**src/rtl/pll_lock_supervisor_pkg.sv**
```systemverilog
// -----------------------------------------------------------------------------
// pll_sup_pkg
// Shared definitions for the PLL lock supervisor:
//   - state_t   : FSM state encoding (also exported on the debug `state` port)
//   - STATE_W   : width of the state encoding
//   - RETRY_W   : width of retry_count
//   - LOSS_W    : width of loss_count
//   - max3()    : helper used to size the shared cycle counter
// -----------------------------------------------------------------------------
package pll_sup_pkg;

  localparam int unsigned STATE_W = 3;
  localparam int unsigned RETRY_W = 3;
  localparam int unsigned LOSS_W  = 8;

  typedef enum logic [STATE_W-1:0] {
    RESET_PLL = 3'd0,
    WAIT_LOCK = 3'd1,
    STABLE    = 3'd2,
    RUN       = 3'd3,
    FAILED    = 3'd4
  } state_t;

  function automatic int unsigned max3(input int unsigned a,
                                       input int unsigned b,
                                       input int unsigned c);
    int unsigned m;
    m = (a > b) ? a : b;
    return (m > c) ? m : c;
  endfunction

endpackage

```
**src/rtl/pll_lock_supervisor_sync2.sv**
```systemverilog
// -----------------------------------------------------------------------------
// sync2
// Generic two-flop synchroniser for a single asynchronous level signal.
// Reset value is 0. Also intended for the output-domain reset release.
//
// Ports:
//   clk    in  1  destination-domain clock
//   rst_n  in  1  asynchronous active-low reset
//   d      in  1  asynchronous input
//   q      out 1  synchronised output (2 cycles of latency)
// -----------------------------------------------------------------------------
module sync2 (
  input  logic clk,
  input  logic rst_n,
  input  logic d,
  output logic q
);

  logic meta;

  // NOTE: non-blocking assignments make both flops sample the pre-edge values,
  // giving a real two-stage pipeline instead of a single flop.
  always_ff @(posedge clk or negedge rst_n) begin
    if (!rst_n) begin
      meta <= 1'b0;
      q    <= 1'b0;
    end else begin
      meta <= d;
      q    <= meta;
    end
  end

endmodule

```
**src/rtl/pll_lock_supervisor.sv**
```systemverilog
// -----------------------------------------------------------------------------
// pll_lock_supervisor
// Brings up the iCE40 PLL from the 12 MHz reference domain: pulses RESETB,
// waits for LOCK, qualifies it as stable, then raises `ready` for the
// downstream reset tree. Lock timeouts and lock losses trigger bounded
// retries; once retries are exhausted the block parks in FAILED.
//
// Build option:
//   PLL_BYPASS_FALLBACK_EN  when defined, FAILED switches the PLL to bypass
//                           and raises `ready` so the system runs from the
//                           reference clock; otherwise pll_bypass stays 0.
//
// Ports:
//   clock_in     in  1  12 MHz reference clock
//   reset_n      in  1  asynchronous active-low reset
//   pll_locked   in  1  PLL LOCK, asynchronous to clock_in
//   restart      in  1  single-cycle request to re-run the whole sequence
//   restart_ack  out 1  one-cycle pulse when a restart is accepted
//   pll_resetb   out 1  PLL RESETB (low = PLL held in reset)
//   pll_bypass   out 1  PLL BYPASS
//   ready        out 1  clock qualified
//   failed       out 1  retries exhausted
//   retry_count  out 3  failed attempts since last reset/restart
//   loss_count   out 8  lock-loss events in RUN, saturating
//   state        out 3  FSM state (debug)
// -----------------------------------------------------------------------------
module pll_lock_supervisor
  import pll_sup_pkg::*;
#(
  parameter int unsigned RESET_CYCLES  = 16,     // >= 1
  parameter int unsigned LOCK_TIMEOUT  = 12000,  // >= 1
  parameter int unsigned STABLE_CYCLES = 1024,   // >= 2
  parameter int unsigned LOSS_CYCLES   = 4,      // >= 1, must fit the counter
  parameter int unsigned MAX_RETRIES   = 3       // 1..7
) (
  input  logic               clock_in,
  input  logic               reset_n,
  input  logic               pll_locked,
  input  logic               restart,
  output logic               restart_ack,
  output logic               pll_resetb,
  output logic               pll_bypass,
  output logic               ready,
  output logic               failed,
  output logic [RETRY_W-1:0] retry_count,
  output logic [LOSS_W-1:0]  loss_count,
  output logic [STATE_W-1:0] state
);

`ifdef PLL_BYPASS_FALLBACK_EN
  localparam bit FALLBACK_EN = 1'b1;
`else
  localparam bit FALLBACK_EN = 1'b0;
`endif

  localparam int unsigned CNT_W = $clog2(max3(RESET_CYCLES, LOCK_TIMEOUT, STABLE_CYCLES)) + 1;
  typedef logic [CNT_W-1:0] cnt_t;

  localparam cnt_t RESET_LAST   = cnt_t'(RESET_CYCLES - 1);
  localparam cnt_t TIMEOUT_LAST = cnt_t'(LOCK_TIMEOUT - 1);
  // The WAIT_LOCK cycle that first sees lock is the first of the
  // STABLE_CYCLES consecutive locked cycles, so STABLE itself runs one less.
  localparam cnt_t STABLE_LAST  = cnt_t'(STABLE_CYCLES - 2);
  localparam cnt_t LOSS_LAST    = cnt_t'(LOSS_CYCLES - 1);
  localparam logic [RETRY_W-1:0] RETRY_LIMIT = RETRY_W'(MAX_RETRIES);

  logic               lk;
  state_t             state_q;
  cnt_t               cnt;
  logic [RETRY_W-1:0] retry_next;

  sync2 u_lock_sync (
    .clk   (clock_in),
    .rst_n (reset_n),
    .d     (pll_locked),
    .q     (lk)
  );

  assign retry_next = retry_count + RETRY_W'(1);
  assign state      = state_q;

  // Single counter shared by all states: RESET_PLL hold time, WAIT_LOCK
  // timeout, STABLE qualification and the RUN unlocked-run filter.
  always_ff @(posedge clock_in or negedge reset_n) begin
    if (!reset_n) begin
      state_q     <= RESET_PLL;
      cnt         <= '0;
      restart_ack <= 1'b0;
      pll_resetb  <= 1'b0;
      pll_bypass  <= 1'b0;
      ready       <= 1'b0;
      failed      <= 1'b0;
      retry_count <= '0;
      loss_count  <= '0;
    end else begin
      restart_ack <= 1'b0;
      // restart outranks every timeout, loss or lock event this cycle.
      if (restart) begin
        state_q     <= RESET_PLL;
        cnt         <= '0;
        restart_ack <= 1'b1;
        pll_resetb  <= 1'b0;
        pll_bypass  <= 1'b0;
        ready       <= 1'b0;
        failed      <= 1'b0;
        retry_count <= '0;
      end else begin
        unique case (state_q)
          RESET_PLL: begin
            if (cnt == RESET_LAST) begin
              state_q    <= WAIT_LOCK;
              cnt        <= '0;
              pll_resetb <= 1'b1;
            end else begin
              cnt <= cnt + cnt_t'(1);
            end
          end

          WAIT_LOCK: begin
            if (lk) begin
              state_q <= STABLE;
              cnt     <= '0;
            end else if (cnt == TIMEOUT_LAST) begin
              cnt         <= '0;
              retry_count <= retry_next;
              if (retry_next >= RETRY_LIMIT) begin
                state_q    <= FAILED;
                failed     <= 1'b1;
                pll_bypass <= FALLBACK_EN;
                ready      <= FALLBACK_EN;
              end else begin
                state_q    <= RESET_PLL;
                pll_resetb <= 1'b0;
              end
            end else begin
              cnt <= cnt + cnt_t'(1);
            end
          end

          STABLE: begin
            // A single unlocked cycle restarts qualification and the lock
            // timeout, but does not consume a retry.
            if (!lk) begin
              state_q <= WAIT_LOCK;
              cnt     <= '0;
            end else if (cnt == STABLE_LAST) begin
              state_q     <= RUN;
              cnt         <= '0;
              ready       <= 1'b1;
              retry_count <= '0;
            end else begin
              cnt <= cnt + cnt_t'(1);
            end
          end

          RUN: begin
            // cnt counts consecutive unlocked cycles; short dropouts are
            // filtered by clearing it on any locked cycle.
            if (lk) begin
              cnt <= '0;
            end else if (cnt == LOSS_LAST) begin
              state_q    <= RESET_PLL;
              cnt        <= '0;
              ready      <= 1'b0;
              pll_resetb <= 1'b0;
              if (loss_count != '1) begin
                loss_count <= loss_count + LOSS_W'(1);
              end
            end else begin
              cnt <= cnt + cnt_t'(1);
            end
          end

          FAILED: begin
            // Parked until restart or reset; lock activity is ignored.
            cnt <= '0;
          end

          default: begin
            state_q    <= RESET_PLL;
            cnt        <= '0;
            pll_resetb <= 1'b0;
            ready      <= 1'b0;
          end
        endcase
      end
    end
  end

endmodule

```
**config.mk**
```make
export PLATFORM = sky130hd
export DESIGN_NAME = pll_lock_supervisor
export DESIGN_NICKNAME = d
export VERILOG_FILES = /design/src/rtl/pll_lock_supervisor_pkg.sv /design/src/rtl/pll_lock_supervisor_sync2.sv /design/src/rtl/pll_lock_supervisor.sv
export SDC_FILE = /design/constraint.sdc
export NUM_CORES = 1
export LEC_CHECK = 0
export ABC_AREA = 1
export CAP_MARGIN = 20
export CORE_AREA = 2 2 74 76
export DETAILED_ROUTE_END_ITERATION = 10
export DIE_AREA = 0 0 76 78
export PLACE_DENSITY_LB_ADDON = 0.3
export SLEW_MARGIN = 40
export SYNTH_ARGS = -nofsm -noshare
export SYNTH_HDL_FRONTEND = slang
export SYNTH_SLANG_ARGS = --single-unit
```
**constraint.sdc**
```tcl
create_clock -name clock_in -period 2.77 [get_ports clock_in]
set_input_delay 0.277 -clock clock_in [delete_from_list [all_inputs] [get_ports clock_in]]
set_output_delay 0.277 -clock clock_in [all_outputs]
set_load 0.03 [all_outputs]
```
==> summary.md, run 1 <==
| Metric | Value |
|---|---|
| Layout cells sized above 1 | `10.0%` |
| RSZ-0062 raised after global routing | `false` |
| Clk sink count | `35` |
| Die W | `roughly 76 um` |
| Post-Syn Instances | `304` |
| Drt drc | `0` |
| Reg-to-reg setup timing slack | `~0.90 ns` |
| Routed len/inst | `around 11 um` |
| Via count | `around 1900` |
| Vias in the first global route | `~1900` |
| YS warnings | `0` |
| Register bit total from synthesis | `35` |
| Die ar. | `~6000 um2` |
| Max incr delay on CP | `roughly 0.41 ns` |
| Final setup violation count | `0` |
| Number of flops mapped to enable cells by yosys | `0` |
| Crit path DAT | `~2.1 ns` |
| Synth cell types | `33` |
| Final hold vios | `0` |
| Detailed router's first-iteration violation count | `approximately 110` |
| Top Ports | `23` |
| Starting Density | `between 40 and 50%` |
| Largest net degree at the start of global routing | `36` |
| CTS Buffer Depth | `2` |
| Worst path cell trace | `ha_1, nand3_1, nor2_1, nand2_1, nand2_1, nand4_1, nand3_2, nor2_1` |
| Crit path max fanout | `13` |
| Hold slack | `about 0.36 ns` |
| Clock Skew | `~0.0084 ns` |
| Resized cells post-CTS | `0` |
| # diodes | `0` |
| GRT Util Overall | `between 10% and 20%` |
| Hold Buf Count CTS | `0` |
| Post-synth top area cell | `dfrtp_1` |
| Post-synthesis net count | `between 300 and 400` |
| Post-CTS Setup Repair Bufs | `0` |
| Mapped cell area | `roughly 2200 um2` |
| Die Ht | `around 78 um` |
| Max frequency | `0.533 GHz` |
| TritonCTS Buffers | `5` |
| Clock Latency Late Sink | `approximately 0.29 ns` |
| GRT overflow | `0` |
| Max-Cap Viols | `0` |
| Startpoint types | `flop` |
| I/O Buffers | `21` |
| Final ANT Viol Nets | `0` |
| Initial antenna violation count | `0` |
| Mean number of vias per cell | `approximately 5` |
| Slowest cell on the critical path | `dfrtp_1` |
| Place WS | `slightly below 0.9 ns` |
| Crit Path Class | `flop to flop` |
| Synth top area share | `39.0%` |
| DP Wirelength | `around 3400 um` |
| Final net count | `about 340` |
| Final Max Tran Viols | `0` |
| Synth area leaders | `dfrtp_1, nand2_1, nor2_1` |
| Crit share post-route | `roughly two thirds` |
| Hold Path Sink | `u_lock_sync.q$_DFF_PN0_` |
| Worst Hold Launch | `u_lock_sync.meta$_DFF_PN0_` |
| Worst Hold Class | `flop to flop` |
| Post-synth ARST share | `100%` |
| RePlAce Congestion | `approximately 0.89` |
| Most frequent cells in the layout | `nand2_1, nor2_1, inv_1, dfrtp_1, nand3_1` |
| Worst r2r path cells | `8` |
| Max rail drop VDD | `~0.0004 V` |
| CP Capture Type | `flop` |
| Final wirelength | `approximately 4500 um` |
| Worst R2R End | `cnt[0]$_DFF_PN0_` |
| Share of the yosys chip area belonging to registers | `39.0%` |
| Status | `complete, no violations` |
| P_leak | `~1.2 nW` |
| Worst r2r src | `cnt[0]$_DFF_PN0_` |
| Area grow syn2layout | `14.9%` |
| Core ar. | `approximately 5000 um2` |
| Syn Area/Cell | `about 7.4 um2` |
| Crit path time final | `about 1.9 ns` |
| Drt pass-1 iters | `4` |
| Commonest non-fill, non-tap cell in the layout | `nand2_1` |
| Row cnt | `26` |
| Fin Setup TNS | `0 ns` |
| First-pass GRT wire length | `roughly 8100 um` |
| P per Cell Area | `about 640 nW/um2` |
| CTS clk-pin slew, worst paths | `roughly 0.07 ns` |
| Power Total | `about 1.6 mW` |
| Clk root buf | `clkbuf_8` |
| TritonCTS clock tree | `done` |
| H-tree depth | `2` |
| WP data required | `2.98 ns` |
| Top FF cell, synth | `dfrtp_1` |
| Final WS setup | `between 0.8 and 0.9 ns` |
| Hold Path Stages | `0` |
per-stage QoR:
stage	std cells	util (%)	area [um2]
after detailed placement	392	49.6	2500
after global routing	400	51.2	2580
after global placement	392	49.6	2500
after floorplan	304	-	2250
final	400	51.2	2580
after CTS	400	51.2	2580
routing by layer:
metal	up-vias	routed length, um	track usage, %
met4	0	50	5.45
met3	6	212	5.58
met1	892	2150	21.3
met5	-	0	0
li1	1011	-	-
met2	37	2090	28.1
cell usage after synthesis (3+ instances only):
cell type and number:
nand2_1 81, nor2_1 38, dfrtp_1 35, inv_1 35
nand3_1 22, nor2_2 13, xor2_1 12, o21ai_0 10
nand4_1 8, nor3_1 7, ha_1 5, a21oi_1 4
o21ai_1 4, xnor2_1 4, inv_2 3
flip-flops by register name, indices dropped and copies added, names as in the netlist, 3 cells and up:
signal and cells:
cnt 15, loss_count 8, retry_count 3, state 3
how the worst max path moves through the flow:
stage                                from                     end  cells after the start
2_1_floorplan  retry_count[0]$_DFFE_PN0P_  pll_resetb$_DFFE_PN0P_                     11
3_3_place_gp                      restart  pll_resetb$_DFFE_PN0P_                     11
3_5_place_dp                      restart  pll_resetb$_DFFE_PN0P_                     11
4_1_cts                  cnt[0]$_DFF_PN0_        cnt[0]$_DFF_PN0_                      8
5_1_grt                  cnt[0]$_DFF_PN0_        cnt[1]$_DFF_PN0_                      8
6_report                 cnt[0]$_DFF_PN0_        cnt[0]$_DFF_PN0_                      8
cell families (layout without fill, tap and decap cells):
| kind of cell | count (synthesis) | in the layout | synth area share, % |
|---|---|---|---|
| and+or+nand+nor | 181 | 181 | 37.3 |
| buffers and inverters | 44 | 70 | 9.18 |
| DFF | 35 | 35 | 39.0 |
| AOI/OAI and AO/OA | 22 | 22 | 5.34 |
| xor gates and xnor gates | 16 | 16 | 6.23 |
| adders and majority gates | 5 | 5 | 2.78 |
| other | 1 | 1 | 0.167 |
power breakdown:
group          internal [mW]  switching (mW)  leakage (nW)
logic                  0.227           0.416         0.701
registers              0.573          0.0731         0.470
clock network          0.176           0.178        0.0422
total                  0.976           0.667          1.21
worst max-delay path, delay by kind of cell, from the launching register on:
family	cells	cell delay [ns]
adder cells (fa/ha/maj)	1	0.25
flip-flops	1	0.41
AND/OR/NAND/NOR	7	1.12
layout make-up:
type | count | area (um2)
fillers | 498 | 2460
clock inverters | 1 | 5.00
inverters | 39 | 146
well taps | 70 | 87.6
repair buffers | 23 | 225
flip-flops and latches | 35 | 876
clock buffers | 7 | 76.3
multi-input cells | 225 | 1170
(Power assumes the default switching activity.)
==> inputs of run 2 (changes only) <==
- clock period: 2.77 -> 1.8 ns (I/O delays scaled with it)
==> run 2 against run 1 <==
Cell area grew 7.6%. Sequential share of layout area shrank 2.4 points. Flip-flop and latch count is the same. Global-route usage grew 0.17 points. Critical path type is now flop to output pin. Combinational power grew 92%. Register-to-register slack lost 0.81 ns. Core utilization grew 3.9 points. Die area is the same. Cell count grew 1.8%. Count of clock-buffer cells in the layout grew 1.
==> summary.md, run 2 (same netlist as run 1, synthesis figures left out) <==
| Metric | Value |
|---|---|
| Largest Register | `cnt` |
| Final net count | `approximately 350` |
| TritonCTS Buffers | `5` |
| Final wirelength | `between 4000 and 5000 um` |
| Status | `complete, no violations` |
| Crit path time final | `roughly 1.7 ns` |
| Largest net degree at the start of global routing | `36` |
| # diodes | `0` |
| Die W | `between 70 and 80 um` |
| Power Total | `~2.9 mW` |
| Area grow syn2layout | `23.6%` |
| Via count | `2008` |
| RePlAce Congestion | `0.922` |
| WP data required | `1.62 ns` |
| Die ar. | `just under 6000 um2` |
| CP Capture Type | `output pin` |
| Initial antenna violation count | `0` |
| Buf/Inv on CP | `1` |
| Crit Path Class | `flop to output pin` |
| Drt pass-1 iters | `4` |
| CTS clk-pin slew, worst paths | `about 0.07 ns` |
| Most frequent cells in the layout | `nand2_1, inv_1, dfrtp_1` |
| Commonest non-fill, non-tap cell in the layout | `nand2_1` |
| Final WS setup | `0.0826 ns` |
| Clock Skew | `~0.0046 ns` |
| Final Max Tran Viols | `0` |
| Layout cells sized above 1 | `around 17%` |
| Core ar. | `around 5000 um2` |
| Worst r2r path cells | `12` |
| Drt drc | `0` |
| Final setup violation count | `0` |
| Place WS | `around 0.08 ns` |
| Final hold vios | `0` |
| P per Cell Area | `1030 nW/um2` |
| Worst r2r src | `cnt[0]$_DFF_PN0_` |
| Row cnt | `26` |
| DP Area | `between 2000 and 3000 um2` |
| Starting Density | `44.6%` |
| Layout Utilization | `between 50% and 60%` |
| RSZ-0062 raised after global routing | `true` |
| Top Ports | `23` |
| CTS Buffer Depth | `2` |
| Vias in the first global route | `roughly 1900` |
| Reg-to-reg setup timing slack | `0.09 ns` |
| Largest register FFs | `15` |
| Cells after DPL | `a little under 400` |
| Worst R2R End | `cnt[3]$_DFF_PN0_` |
| Max rail drop VDD | `roughly 0.00062 V` |
| Layout Cells excl Fill | `407` |
| Detailed router's first-iteration violation count | `71` |
| TritonCTS clock tree | `done` |
| Mean number of vias per cell | `around 4.9` |
| Hold slack | `between 0.2 and 0.3 ns` |
| GRT Util Overall | `between 10% and 20%` |
| Clk root buf | `clkbuf_8` |
| Crit share post-route | `about 95%` |
| Clock Latency Late Sink | `around 0.29 ns` |
| Max frequency | `0.582 GHz` |
| GRT overflow | `0` |
| Clk sink count | `35` |
| Die Ht | `78 um` |
| DP Wirelength | `around 3400 um` |
| Crit path max fanout | `7` |
| Routed len/inst | `around 12 um` |
| Largest regs | `cnt x15, loss_count x8` |
| P_leak | `between 1 and 1.5 nW` |
| Fin Setup TNS | `0 ns` |
| Startpoint types | `flop` |
| Max-Cap Viols | `0` |
| Slowest cell on the critical path | `clkdlybuf4s50_1` |
| First-pass GRT wire length | `between 8000 and 9000 um` |
| Crit path DAT | `1.54 ns` |
| Max incr delay on CP | `~0.74 ns` |
| Cell family with most CP delay | `buffers and inverters` |
| Worst path cell trace | `clkdlybuf4s50_1` |
| H-tree depth | `2` |
| Fin area | `roughly 2800 um2` |
| Final ANT Viol Nets | `0` |
| Worst Hold Class | `input port to async pin` |
| I/O Buffers | `21` |
run 2: timing repair:
| item | CTS | global route |
|---|---|---|
| hold buffers | 0 | 0 |
| setup endpoints to repair | 0 | 24 |
| buffers inserted | 0 | 2 |
| gates resized for setup | 0 | 22 |
run 2: cell type report:
cell class              count  area, um2
inverters                  39        146
clock buffers               8        100
fillers                   458       2260
well taps                  70       87.6
multi-input cells         225       1250
flip-flops and latches     35        877
repair buffers             30        320
run 2: worst max-delay path by stage:
stage	to	slack (ns)	from	depth (start not counted)
after global routing	cnt[13]$_DFF_PN0_	-0.06	cnt[0]$_DFF_PN0_	12
final	state[1]	0.08	state[1]$_DFFE_PN0P_	1
after CTS	state[2]	0.06	state[2]$_DFFE_PN0P_	1
after global placement	loss_count[3]$_DFFE_PN0P_	0.10	restart	8
after floorplan	pll_resetb$_DFFE_PN0P_	0.10	retry_count[0]$_DFFE_PN0P_	11
after detailed placement	loss_count[6]$_DFFE_PN0P_	0.08	restart	8
run 2: power breakdown:
group	leakage, nW	internal, mW	total [mW]	switching, mW
logic	0.759	0.497	1.23	0.738
registers	0.468	0.882	0.993	0.111
clock network	0.0515	0.349	0.629	0.280
total	1.28	1.73	2.86	1.13
run 2: metal layers:
layer  track usage, %  share of wire (%)  routed length (um)
met3             4.19                4.8                 234
met5                0                  0                   0
met1             21.6                 46                2270
met2             28.7                 47                2300
met4             6.91                1.7                  85
==> variant: new RTL, config.mk and constraints of run 2 <==
Change the parameter `STABLE_CYCLES` from 1024 to 2048.
--- a/src/rtl/pll_lock_supervisor.sv
+++ b/src/rtl/pll_lock_supervisor.sv
@@ -29,7 +29,7 @@
 #(
   parameter int unsigned RESET_CYCLES  = 16,     // >= 1
   parameter int unsigned LOCK_TIMEOUT  = 12000,  // >= 1
-  parameter int unsigned STABLE_CYCLES = 1024,   // >= 2
+  parameter int unsigned STABLE_CYCLES = 2048,   // >= 2
   parameter int unsigned LOSS_CYCLES   = 4,      // >= 1, must fit the counter
   parameter int unsigned MAX_RETRIES   = 3       // 1..7
 ) (
Check against the original RTL: same outputs for any inputs over 10 cycles, from zero or initial values and one cycle with reset_n low; that may be too few to reach the edited logic, so the function may still have changed.
==> variant against run 2 <==
Clock power fell by 2%. Routed wire length down 10%. Global-route usage down 1.3 points. Critical path depth stayed put. Synthesized area is 5.0% lower. Worst hold slack better by 48 ps. First-iteration DRC count increased by 8.5%. Total power shrank 4.1%. Sequential cell count unchanged. Worst setup slack improved by 42 ps. Final area shrank 6.8%. Die area did not move. Largest cell class unchanged. Largest power group unchanged.
==> variant: results (changes against run 2) <==
synth_nets: 304  # was 313
place_congestion: 0.863  # was 0.922
path_max_fanout: 6  # was 7
hold_path.class: "in -> reg"  # was in -> async
r2r-end: "cnt[1]$_DFF_PN0_"  # was cnt[3]$_DFF_PN0_
rr_worst_depth: 9  # was 12
synth_fa_ha_area_share_pct: 2.93  # was 2.78%
synth.distinct_cells: 28  # was 33
fin_worst_skew_ps: 5.30  # was 4.59 ps
dp_hpwl_um: 3260  # was 3390 um
synthTopCellsByCount: "84 x nand2_1, 44 x nor2_1, 35 x dfrtp_1"  # was 81 x nand2_1, 38 x nor2_1, 35 x dfrtp_1, 35 x inv_1, 22 x nand3_1
status: "completed"  # unchanged
ir_drop_uv: 704  # was 620 uV
drt-initial-drc-count: 77  # was 71
slowest_stage: "clkdlybuf4s50_1"  # unchanged
post_drt_wl_per_cell_um: 11.0  # was 12.0 um
cpPeakStageDelay_ps: 720  # was 740 ps
fin_cells: 399  # was 407
nNetsFinal: 337  # was 345
placedCellCount: 387  # was 396
layout_min_cycle_time_ps: 1680  # was 1720 ps
dr_total_vias: 1904  # was 2008
gr-usage-all-layers_pct: 15.9  # was 17.2%
grt_pass1_vias: 1744  # was 1859
yosysSeqAreaShare_pct: 41.0  # was 39.0%
holdWs_ps: 340  # was 292 ps
ys_warn_count: 0  # unchanged
synth.avg_cell_area_um2: 7.24  # was 7.40 um2
synth-compound-area-share_pct: 3.57  # was 5.34%
synth_xor_xnor_area_share_pct: 5.74  # was 6.23%
cts-root-buf: "clkbuf_8"  # unchanged
reg2reg_setup_slack_ps: 160  # was 90 ps
dpl-instance-area_um2: 2450  # was 2560 um2
crit_arrival_ps: 1500  # was 1540 ps
drive_gt1_share_pct: 14.0  # was 17.2%
dpl_worst_slack_ps: 98.3  # was 81.9 ps
yosys-top-cells-area: "dfrtp_1 41%, nand2_1 15%, nor2_1 7.7%"  # was dfrtp_1 39%, nand2_1 14%, nor2_1 6.3%
p_leak_nw: 1.25  # was 1.28 nW
-- variant: cell types whose count changed after synthesis, sizes merged, moves of 3 or more --
cell / before / now
nand4: 8 / 3
nor3: 9 / 6
nor2: 53 / 59
o21ai: 14 / 9
nand2: 83 / 90
-- variant: layer usage --
metal,vias to the layer above,global-route usage [%],wire length (um)
met5,-,0,0
met4,0,5.45,46
met3,4,3.26,172
met2,37,26.1,2070
met1,877,21.1,2090
li1,986,-,-
-- variant: timing repair --
item	CTS	global route
setup endpoints to repair	0	22
hold endpoints to repair	14	0
gates resized for setup	0	4
hold buffers	1	0
buffers inserted	0	3
-- variant: layout make-up --
class	count	area, um2
inverter	36	135
sequential	35	876
fill	525	2450
multi-input combinational	221	1110
clock buffer	8	100
timing repair buffer	29	283
tap	70	87.6
-- variant: power by group --
group          switching [mW]  leakage [nW]  internal (mW)
sequential              0.110         0.460          0.884
combinational           0.687         0.742          0.444
clock                   0.267        0.0515          0.349
